--- src/rtl/bcd_conv_arbiter_pkg.sv ---
// Shared constants for the display-conversion path: operand and
// result widths, arbiter FSM encodings and a one-hot helper.
package bcd_conv_arbiter_pkg;

    localparam int BIN_W   = 8;
    localparam int BCD_W   = 12;
    localparam int MAX_REQ = 8;

    typedef enum logic [1:0] {
        IDLE = 2'd0,
        CONV = 2'd1,
        DONE = 2'd2
    } state_t;

    // Sized for the largest legal requester count; callers truncate.
    function automatic logic [MAX_REQ-1:0] onehot(input logic [2:0] idx);
        return MAX_REQ'(1) << idx;
    endfunction

endpackage

--- src/rtl/bcd_conv_arbiter_bin2bcd.sv ---
// Combinational 8-bit binary to 3-digit BCD converter (double dabble).
// Ports: binary (8-bit in), BCD (12-bit out, hundreds/tens/units).
module bcd_conv_arbiter_bin2bcd
    import bcd_conv_arbiter_pkg::*;
(
    input  logic [BIN_W-1:0] binary,
    output logic [BCD_W-1:0] BCD
);

    always_comb begin : dabble
        logic [BIN_W+BCD_W-1:0] s;
        s = {{BCD_W{1'b0}}, binary};
        for (int i = 0; i < BIN_W; i++) begin
            // Adjust any digit >= 5 before the shift doubles it.
            if (s[BIN_W+3:BIN_W] >= 4'd5)
                s[BIN_W+3:BIN_W] = s[BIN_W+3:BIN_W] + 4'd3;
            if (s[BIN_W+7:BIN_W+4] >= 4'd5)
                s[BIN_W+7:BIN_W+4] = s[BIN_W+7:BIN_W+4] + 4'd3;
            if (s[BIN_W+11:BIN_W+8] >= 4'd5)
                s[BIN_W+11:BIN_W+8] = s[BIN_W+11:BIN_W+8] + 4'd3;
            s = s << 1;
        end
        BCD = s[BIN_W+BCD_W-1:BIN_W];
    end

endmodule

--- src/rtl/bcd_conv_arbiter.sv ---
// Round-robin arbiter sharing one bin2bcd between NUM_REQ requesters.
// Ports: clk, rst (async high); req/bin per requester in; ack one-hot
// pulse on capture; busy; done/done_tag/done_bcd on result write;
// bcd_hold holds the latest result per requester.
module bcd_conv_arbiter
    import bcd_conv_arbiter_pkg::*;
#(
    parameter int NUM_REQ = 3,
    parameter int TAG_W   = 2
) (
    input  logic                     clk,
    input  logic                     rst,
    input  logic [NUM_REQ-1:0]       req,
    input  logic [NUM_REQ*BIN_W-1:0] bin,
    output logic [NUM_REQ-1:0]       ack,
    output logic                     busy,
    output logic                     done,
    output logic [TAG_W-1:0]         done_tag,
    output logic [BCD_W-1:0]         done_bcd,
    output logic [NUM_REQ*BCD_W-1:0] bcd_hold
);

    state_t             state_q;
    state_t             state_d;
    logic [TAG_W-1:0]   rr_ptr;
    logic [TAG_W-1:0]   tag_reg;
    logic [BIN_W-1:0]   op_reg;
    logic [TAG_W-1:0]   win;
    logic [BCD_W-1:0]   bcd;
    logic [BCD_W-1:0]   done_bcd_q;
    logic [TAG_W-1:0]   done_tag_q;
    logic               capture;
    logic               commit;
    logic [BIN_W-1:0]   bin_arr [NUM_REQ];
    logic [BCD_W-1:0]   hold_q  [NUM_REQ];

    // (p + n) mod NUM_REQ; p < NUM_REQ and n < NUM_REQ, so one
    // conditional subtract is enough.
    function automatic logic [TAG_W-1:0] wrap_add(
        input logic [TAG_W-1:0] p,
        input logic [TAG_W:0]   n
    );
        logic [TAG_W:0] s;
        s = {1'b0, p} + n;
        if (s >= (TAG_W+1)'(NUM_REQ))
            s = s - (TAG_W+1)'(NUM_REQ);
        return s[TAG_W-1:0];
    endfunction

    // Rotate req so rr_ptr sits at bit 0, take the lowest set bit,
    // then rotate the offset back into a requester index.
    function automatic logic [TAG_W-1:0] rr_pick(
        input logic [NUM_REQ-1:0] r,
        input logic [TAG_W-1:0]   p
    );
        logic [NUM_REQ-1:0] rot;
        logic [TAG_W:0]     off;
        logic               found;
        rot   = NUM_REQ'({r, r} >> p);
        off   = '0;
        found = 1'b0;
        for (int i = 0; i < NUM_REQ; i++) begin
            if (!found && rot[i]) begin
                off   = (TAG_W+1)'(i);
                found = 1'b1;
            end
        end
        return wrap_add(p, off);
    endfunction

    always_comb begin
        for (int k = 0; k < NUM_REQ; k++)
            bin_arr[k] = bin[k*BIN_W +: BIN_W];
    end

    assign win = rr_pick(req, rr_ptr);

    bcd_conv_arbiter_bin2bcd u_bin2bcd (
        .binary (op_reg),
        .BCD    (bcd)
    );

    always_ff @(posedge clk or posedge rst) begin
        if (rst)
            state_q <= IDLE;
        else
            state_q <= state_d;
    end

    always_comb begin
        state_d = state_q;
        unique case (state_q)
            IDLE:    if (|req) state_d = CONV;
            CONV:    state_d = DONE;
            DONE:    state_d = IDLE;
            default: state_d = IDLE;
        endcase
    end

    // ack/done/busy decode straight from state so an async reset
    // drops them in the same cycle.
    always_comb begin
        busy    = (state_q != IDLE);
        done    = (state_q == DONE);
        capture = (state_q == IDLE) && (|req);
        commit  = (state_q == CONV);
        ack     = '0;
        if (state_q == CONV)
            ack = NUM_REQ'(onehot(3'(tag_reg)));
    end

    always_ff @(posedge clk or posedge rst) begin
        if (rst) begin
            rr_ptr     <= '0;
            tag_reg    <= '0;
            op_reg     <= '0;
            done_bcd_q <= '0;
            done_tag_q <= '0;
            for (int k = 0; k < NUM_REQ; k++)
                hold_q[k] <= '0;
        end else begin
            if (capture) begin
                op_reg  <= bin_arr[win];
                tag_reg <= win;
            end
            if (commit) begin
                done_bcd_q      <= bcd;
                done_tag_q      <= tag_reg;
                hold_q[tag_reg] <= bcd;
                rr_ptr          <= wrap_add(tag_reg, (TAG_W+1)'(1));
            end
        end
    end

    assign done_bcd = done_bcd_q;
    assign done_tag = done_tag_q;

    always_comb begin
        for (int k = 0; k < NUM_REQ; k++)
            bcd_hold[k*BCD_W +: BCD_W] = hold_q[k];
    end

endmodule

--- config.mk ---
export PLATFORM = sky130hd
export DESIGN_NAME = bcd_conv_arbiter
export DESIGN_NICKNAME = d
export VERILOG_FILES = /design/src/rtl/bcd_conv_arbiter_pkg.sv /design/src/rtl/bcd_conv_arbiter_bin2bcd.sv /design/src/rtl/bcd_conv_arbiter.sv
export SDC_FILE = /design/constraint.sdc
export NUM_CORES = 1
export LEC_CHECK = 0
export CORE_MARGIN = 4
export CORE_UTILIZATION = 55
export DETAILED_ROUTE_END_ITERATION = 8
export GPL_ROUTABILITY_DRIVEN = 0
export HOLD_SLACK_MARGIN = 0.08
export PLACE_DENSITY_LB_ADDON = 0.08
export SYNTH_ARGS = -nofsm -noshare
export SYNTH_HDL_FRONTEND = slang
export SYNTH_SLANG_ARGS = --single-unit
--- constraint.sdc ---
create_clock -name clk -period 9.1 [get_ports clk]
set_input_delay 2.275 -clock clk [delete_from_list [all_inputs] [get_ports clk]]
set_output_delay 2.275 -clock clk [all_outputs]
set_load 0.01 [all_outputs]
**Word-level counts from Yosys, hierarchy flattened**

Index checks and enable logic that the tools add are counted.

- Bits in writable memories: 0
- Bits of input ports: 29
- Memories kept: 0
- Register bits after elaboration: 64
- Bits in read-only memories: 0
- Bits in latches: 0

- Bitwise operators: 2
- Shifts and indexed selects: 2
- Divide/modulo/power cells: 0
- Muxes and demuxes: 33
- Reduce and logical (&&, ||, !) cells: 9
- Equal/unequal tests: 3
- Add/subtract/negate cells: 22
- Magnitude comparators: 23
- Multipliers: 0

Operator list:

| operator | number |
|---|---|
| $ge 4x3->1 const B | 15 |
| $mux 4 | 12 |
| $add 4x2->4 const B | 11 |
| $bwmux 36 | 1 |
| $demux 12 s2 | 1 |
| $mux 3 | 8 |
| $bmux 8 s2 | 1 |
| $mux 8 | 2 |
| $add 3x2->3 const B | 4 |
| $mux 12 | 1 |
| $add 1x2->3 const B | 2 |
| $ge 1x3->1 const B | 2 |
| $ge 3x2->1 const B | 2 |
| $ge 3x3->1 const B | 2 |
| $mux 2 | 3 |
| $not 2->3 | 2 |
| $shr 6x2->3 | 1 |
| $logic_and 1x1->1 | 4 |
| $pmux 2 s2 | 1 |
| $sub 2x2->2 const B | 2 |
| $add 1x2->3 const AB | 1 |
| $add 2x1->3 const B | 1 |
| $add 2x3->3 | 1 |
| $ge 1x3->1 const AB | 1 |
| 10 further kinds | 13 |

**Longest topological paths before layout**

- Depth after elaboration: 15
- Gate-level depth with buffers: 28

**Hierarchy**

A second synthesis with hierarchy kept.

- Cells, all modules: 389
- Area total of the unflattened synthesis: 3841.2 um^2

By module, submodules not included:

| module | instances | area an instance (um^2) | seq. area each (um^2) | cells each |
|---|---|---|---|---|
| bcd_conv_arbiter | 1 | 2871.5 | 1601.5 | 255 |
| bcd_conv_arbiter_bin2bcd | 1 | 969.7 | 0.0 | 134 |

**Worst setup path before layout**

OpenSTA, ideal clock, no wires.

- Path kind: reg2reg
- Start point: register op_reg[5]
- End point: register hold_q, in the netlist bcd_hold[20]
- Library setup time: 132 ps
- Buffers on the path: 4
- Stages on the path, launching flop included: 29
- Data arrival time: 4866 ps
- Data required time: 8968 ps
- Slack: 4102 ps
- Path through: dfrtp_1 inv_2 ha_1 inv_1 ha_1 buf_2 a21oi_1 xnor2_1 ha_1 buf_4 nor2b_1 a211oi_2 o2111ai_2 ha_1 clkbuf_1 nand2b_1 nand4_1 nand2_1 inv_1 ha_1 inv_1 ha_1 a21o_1 nand2_1 a21boi_0 buf_2 nor3_1 a222oi_1 nand3_1

- Cells in the longest elaborated chain, start to end: 11
- Elaborated cells between the ends (all ways): 25
- Classes of those cells: 8 x add/sub; 8 x order compare; 9 x mux

Ends and longest elaborated chain:

| element | line | text |
|---|---|---|
| start, declared | bcd_conv_arbiter.sv:27 | `logic [BIN_W-1:0] op_reg;` |
| start signal, assigned | bcd_conv_arbiter.sv:123 | `op_reg <= bin_arr[win];` |
| $add 4x2->4 or $ge 4x3->1 (tied branches) | bcd_conv_arbiter_bin2bcd.sv:16, bcd_conv_arbiter_bin2bcd.sv:15 |  |
| $mux 4 * | bcd_conv_arbiter_bin2bcd.sv:15 | `if (s[BIN_W+3:BIN_W] >= 4'd5)` |
| $add 4x2->4 (tied with other cells) | bcd_conv_arbiter_bin2bcd.sv:16 | `s[BIN_W+3:BIN_W] = s[BIN_W+3:BIN_W] + 4'd3;` |
| $mux 4, on equally long branches | bcd_conv_arbiter_bin2bcd.sv:15, bcd_conv_arbiter_bin2bcd.sv:17 |  |
| $add 4x2->4 (tied with other cells) | bcd_conv_arbiter_bin2bcd.sv:16 |  |
| $mux 4, on equally long branches | bcd_conv_arbiter_bin2bcd.sv:15, bcd_conv_arbiter_bin2bcd.sv:17 |  |
| $add 4x2->4 (tied with other cells) | bcd_conv_arbiter_bin2bcd.sv:16 |  |
| $mux 4, on equally long branches | bcd_conv_arbiter_bin2bcd.sv:15, bcd_conv_arbiter_bin2bcd.sv:17 |  |
| $add 4x2->4 or $ge 4x3->1 (tied branches) | bcd_conv_arbiter_bin2bcd.sv:18, bcd_conv_arbiter_bin2bcd.sv:17 |  |
| $mux 4 * | bcd_conv_arbiter_bin2bcd.sv:17 | `if (s[BIN_W+7:BIN_W+4] >= 4'd5)` |
| $bwmux 36 * | bcd_conv_arbiter.sv:129 | `hold_q[tag_reg] <= bcd;` |
| end signal, assigned by index | bcd_conv_arbiter.sv:120 | `hold_q[k] <= '0;` |
| end signal, assigned by index | bcd_conv_arbiter.sv:129 |  |
| end, declared | bcd_conv_arbiter.sv:35 | `logic [BCD_W-1:0] hold_q [NUM_REQ];` |

Every way passes the cells marked *; elsewhere a longest branch is shown, timed or not.
A chain may end at the register's enable or synchronous reset.

**Final worst setup path**

- Start point: register op_reg[5]
- End point: register done_bcd_q[6], in the netlist done_bcd[6]

- Cells in the longest elaborated chain, start to end: 10
- Elaborated cells between the ends (all ways): 24
- Classes of those cells: 8 x add/sub; 8 x order compare; 8 x mux

Ends and longest elaborated chain:

| element | line | text |
|---|---|---|
| $add 4x2->4 or $ge 4x3->1 (tied branches) | bcd_conv_arbiter_bin2bcd.sv:16, bcd_conv_arbiter_bin2bcd.sv:15 |  |
| $mux 4 * | bcd_conv_arbiter_bin2bcd.sv:15 |  |
| $add 4x2->4 (tied with other cells) | bcd_conv_arbiter_bin2bcd.sv:16 |  |
| $mux 4, on equally long branches | bcd_conv_arbiter_bin2bcd.sv:15, bcd_conv_arbiter_bin2bcd.sv:17 |  |
| $add 4x2->4 (tied with other cells) | bcd_conv_arbiter_bin2bcd.sv:16 |  |
| $mux 4, on equally long branches | bcd_conv_arbiter_bin2bcd.sv:15, bcd_conv_arbiter_bin2bcd.sv:17 |  |
| $add 4x2->4 (tied with other cells) | bcd_conv_arbiter_bin2bcd.sv:16 |  |
| $mux 4, on equally long branches | bcd_conv_arbiter_bin2bcd.sv:15, bcd_conv_arbiter_bin2bcd.sv:17 |  |
| $add 4x2->4 or $ge 4x3->1 (tied branches) | bcd_conv_arbiter_bin2bcd.sv:18, bcd_conv_arbiter_bin2bcd.sv:17 |  |
| $mux 4 * | bcd_conv_arbiter_bin2bcd.sv:17 |  |
| end signal, assigned | bcd_conv_arbiter.sv:117 | `done_bcd_q <= '0;` |
| end signal, assigned | bcd_conv_arbiter.sv:127 | `done_bcd_q <= bcd;` |
| end, declared | bcd_conv_arbiter.sv:30 | `logic [BCD_W-1:0] done_bcd_q;` |

Marks and branches as above.

==> results_dict.tcl <==
set metrics [dict create \
    min_path_type "register to register" \
    ctsHoldBuffers 0 \
    ys_seq_elements 56 \
    relSlewSlack 0.388 \
    critPathKind "register to register" \
    gr-usage-all-layers 0.218 \
    drt_wl_total_um 9140 \
    worst_setup_path_end_kind "register" \
    hold_violations 0 \
    drt-initial-drc-count 261 \
    antenna_found_initial 0 \
    synth_edf_count 0 \
    synth_ff_type "dfrtp_1" \
    fmax_mhz 176 \
    worstHoldPathCells 2 \
    synthArstFlopShare 1.00 \
    clk_pin_slew_ns 0.11 \
    rsz0062_at_grt "false" \
    core_region_area_um2 6760 \
    cp-start-kind "register" \
    rrSetupSlack_ns 3.42 \
    r2r_cells 19 \
    drv_cap 0 \
    hpwl_um 6980 \
    synth_area_um2 3790 \
    ys_warn_count 0 \
    ant_nets 0 \
    post_drt_wl_per_cell_um 15.6 \
    yosysSeqAreaShare 0.369 \
    crit_path_end "done_bcd[6]" \
    tns_ns 0 \
    synth.avg_cell_area_um2 8.74 \
    r2r_start "op_reg[5]" \
    antenna_cells 0 \
    post_cts_resized 0 \
    setup_violations 0 \
    r2r_end "done_bcd[6]" \
    crit_fanout 11 \
    startpoint "op_reg[5]" \
    dieArea_um2 8290 \
    ys_types 77 \
    grt_max_degree 57 \
    critPathArrivalTime_ns 5.90 \
    clk-insertion-delay-late_ns 0.31 \
    required_ns 9.32 \
    io_pins 84 \
    num_vias 3586 \
    initial_core_util 0.561 \
    final_nets 549 \
    grt_pass1_wl_um 15200 \
    fin_skew_ns 0.00614 \
    first_global_vias 3327 \
    maxSlewViolCount 0 \
    post_cts_buffers 0 \
    grt_overflow 0 \
    drc 0 \
    cts_made_buffers 5 \
    num_rows 30 \
    fp.dieH_um 91.1 \
    period_needed_ns 5.68 \
    largest_reg_flops 30 \
    cts_sinks 56 \
    post_route_cells_drive_above_1_share 0.0873 \
    tightest_slew_ns 0.911 \
    status "finished clean" \
    syn-instance-count 434 \
    vias_per_cell 6.14 \
    root_buffer "clkbuf_8" \
    drtPass1Iterations 5 \
    placement.io_buffers 75 \
    period_share 0.624 \
    cts_buffer_depth 2 \
    htreeDepth 2 \
    die_x_um 91.1 \
    area_growth_pct 23.0 \
    cts_tree "yes" \
]
[how the worst min path moves through the flow]
stage / from / end / slack (ns)
finish: bcd_hold[0] / bcd_hold[0] / 0.49
global placement: bcd_hold[0] / bcd_hold[0] / 0.46
floorplan: op_reg[0] / bcd_hold[0] / 0.50
detailed placement: bcd_hold[0] / bcd_hold[0] / 0.46
CTS: bcd_hold[0] / bcd_hold[0] / 0.49
global route: bcd_hold[0] / bcd_hold[0] / 0.51
[synthesized netlist by cell type, types with 9 or more instances]
master | count | area (µm²)
a21oi_1 | 11 | 55.1
a22oi_1 | 9 | 67.6
buf_4 | 11 | 82.6
clkbuf_1 | 11 | 41.3
dfrtp_1 | 56 | 1400
ha_1 | 16 | 200
inv_1 | 27 | 101
mux2i_1 | 10 | 100
nand2_1 | 65 | 244
nand3_1 | 17 | 85.1
nor2_1 | 26 | 97.6
nor3_1 | 10 | 50.1
o211ai_1 | 10 | 75.1
o21ai_0 | 32 | 160
[through the flow]
stage,hold slack (ns),instance area [µm²],setup WS (ns),instances,utilization
after floorplan,0.503,3820,4.10,441,-
after global placement,0.458,4570,3.83,576,0.676
after detailed placement,0.464,4570,3.56,576,0.676
after CTS,0.490,4670,3.53,584,0.691
after global routing,0.512,4670,2.98,584,0.691
final,0.486,4670,3.42,584,0.691
[metal layers]
metal,up-vias,GRT usage,part of all wire,wire length (µm)
li1,1726,-,-,-
met1,1692,0.278,0.43,3960
met2,160,0.377,0.48,4420
met3,8,0.0381,0.068,625
met4,0,0.0666,0.015,139
met5,-,0,0,0
[cells in the final DEF, fill, tap and decap left out, drive strengths merged, types with 12 or more instances in the layout]
cell	Yosys	final
clkdlybuf4s50	0	75
nand2	65	65
dfrtp	56	56
o21ai	39	39
inv	28	29
nor2	28	28
nand3	18	18
ha	16	16
a21oi	14	14
nor3	12	12
[layout make-up]
| type | instances | area, µm² |
|---|---|---|
| multi-input combinational | 332 | 2180 |
| fill | 555 | 2090 |
| sequential | 56 | 1400 |
| timing repair buffer | 80 | 788 |
| inverter | 28 | 105 |
| tap | 80 | 100 |
| clock buffer | 5 | 68.8 |
| clock inverter | 3 | 27.5 |
[critical path: stages, from the launching register on]
cell and delay, ns:
dfrtp_1 0.44, inv_2 0.16, ha_1 0.17, inv_1 0.04, ha_1 0.28, a21oi_1 0.31, xnor2_1 0.23, ha_1 0.42
nor2b_1 0.26, a211oi_2 0.06, o2111ai_2 0.44, ha_1 0.43, nor2b_1 0.26, a22oi_1 0.13, a31o_2 0.27, a21oi_2 0.31
o32ai_4 0.17, xnor2_1 0.75, nor2_2 0.18, o311ai_2 0.26
[kinds of logic after synthesis]
family	after synthesis	synth area share
other	1	0.000988
AO/OA/AOI/OAI	139	0.278
flip-flops	56	0.369
AND/OR/NAND/NOR	154	0.191
multiplexers	11	0.0294
adder cells (fa/ha/maj)	17	0.0580
buffers and inverters	53	0.0640
XOR/XNOR	3	0.00891
Power is left out: the tool's default activity adds up to more than one toggle a clock period on the data nets, which glitch-free logic cannot reach.
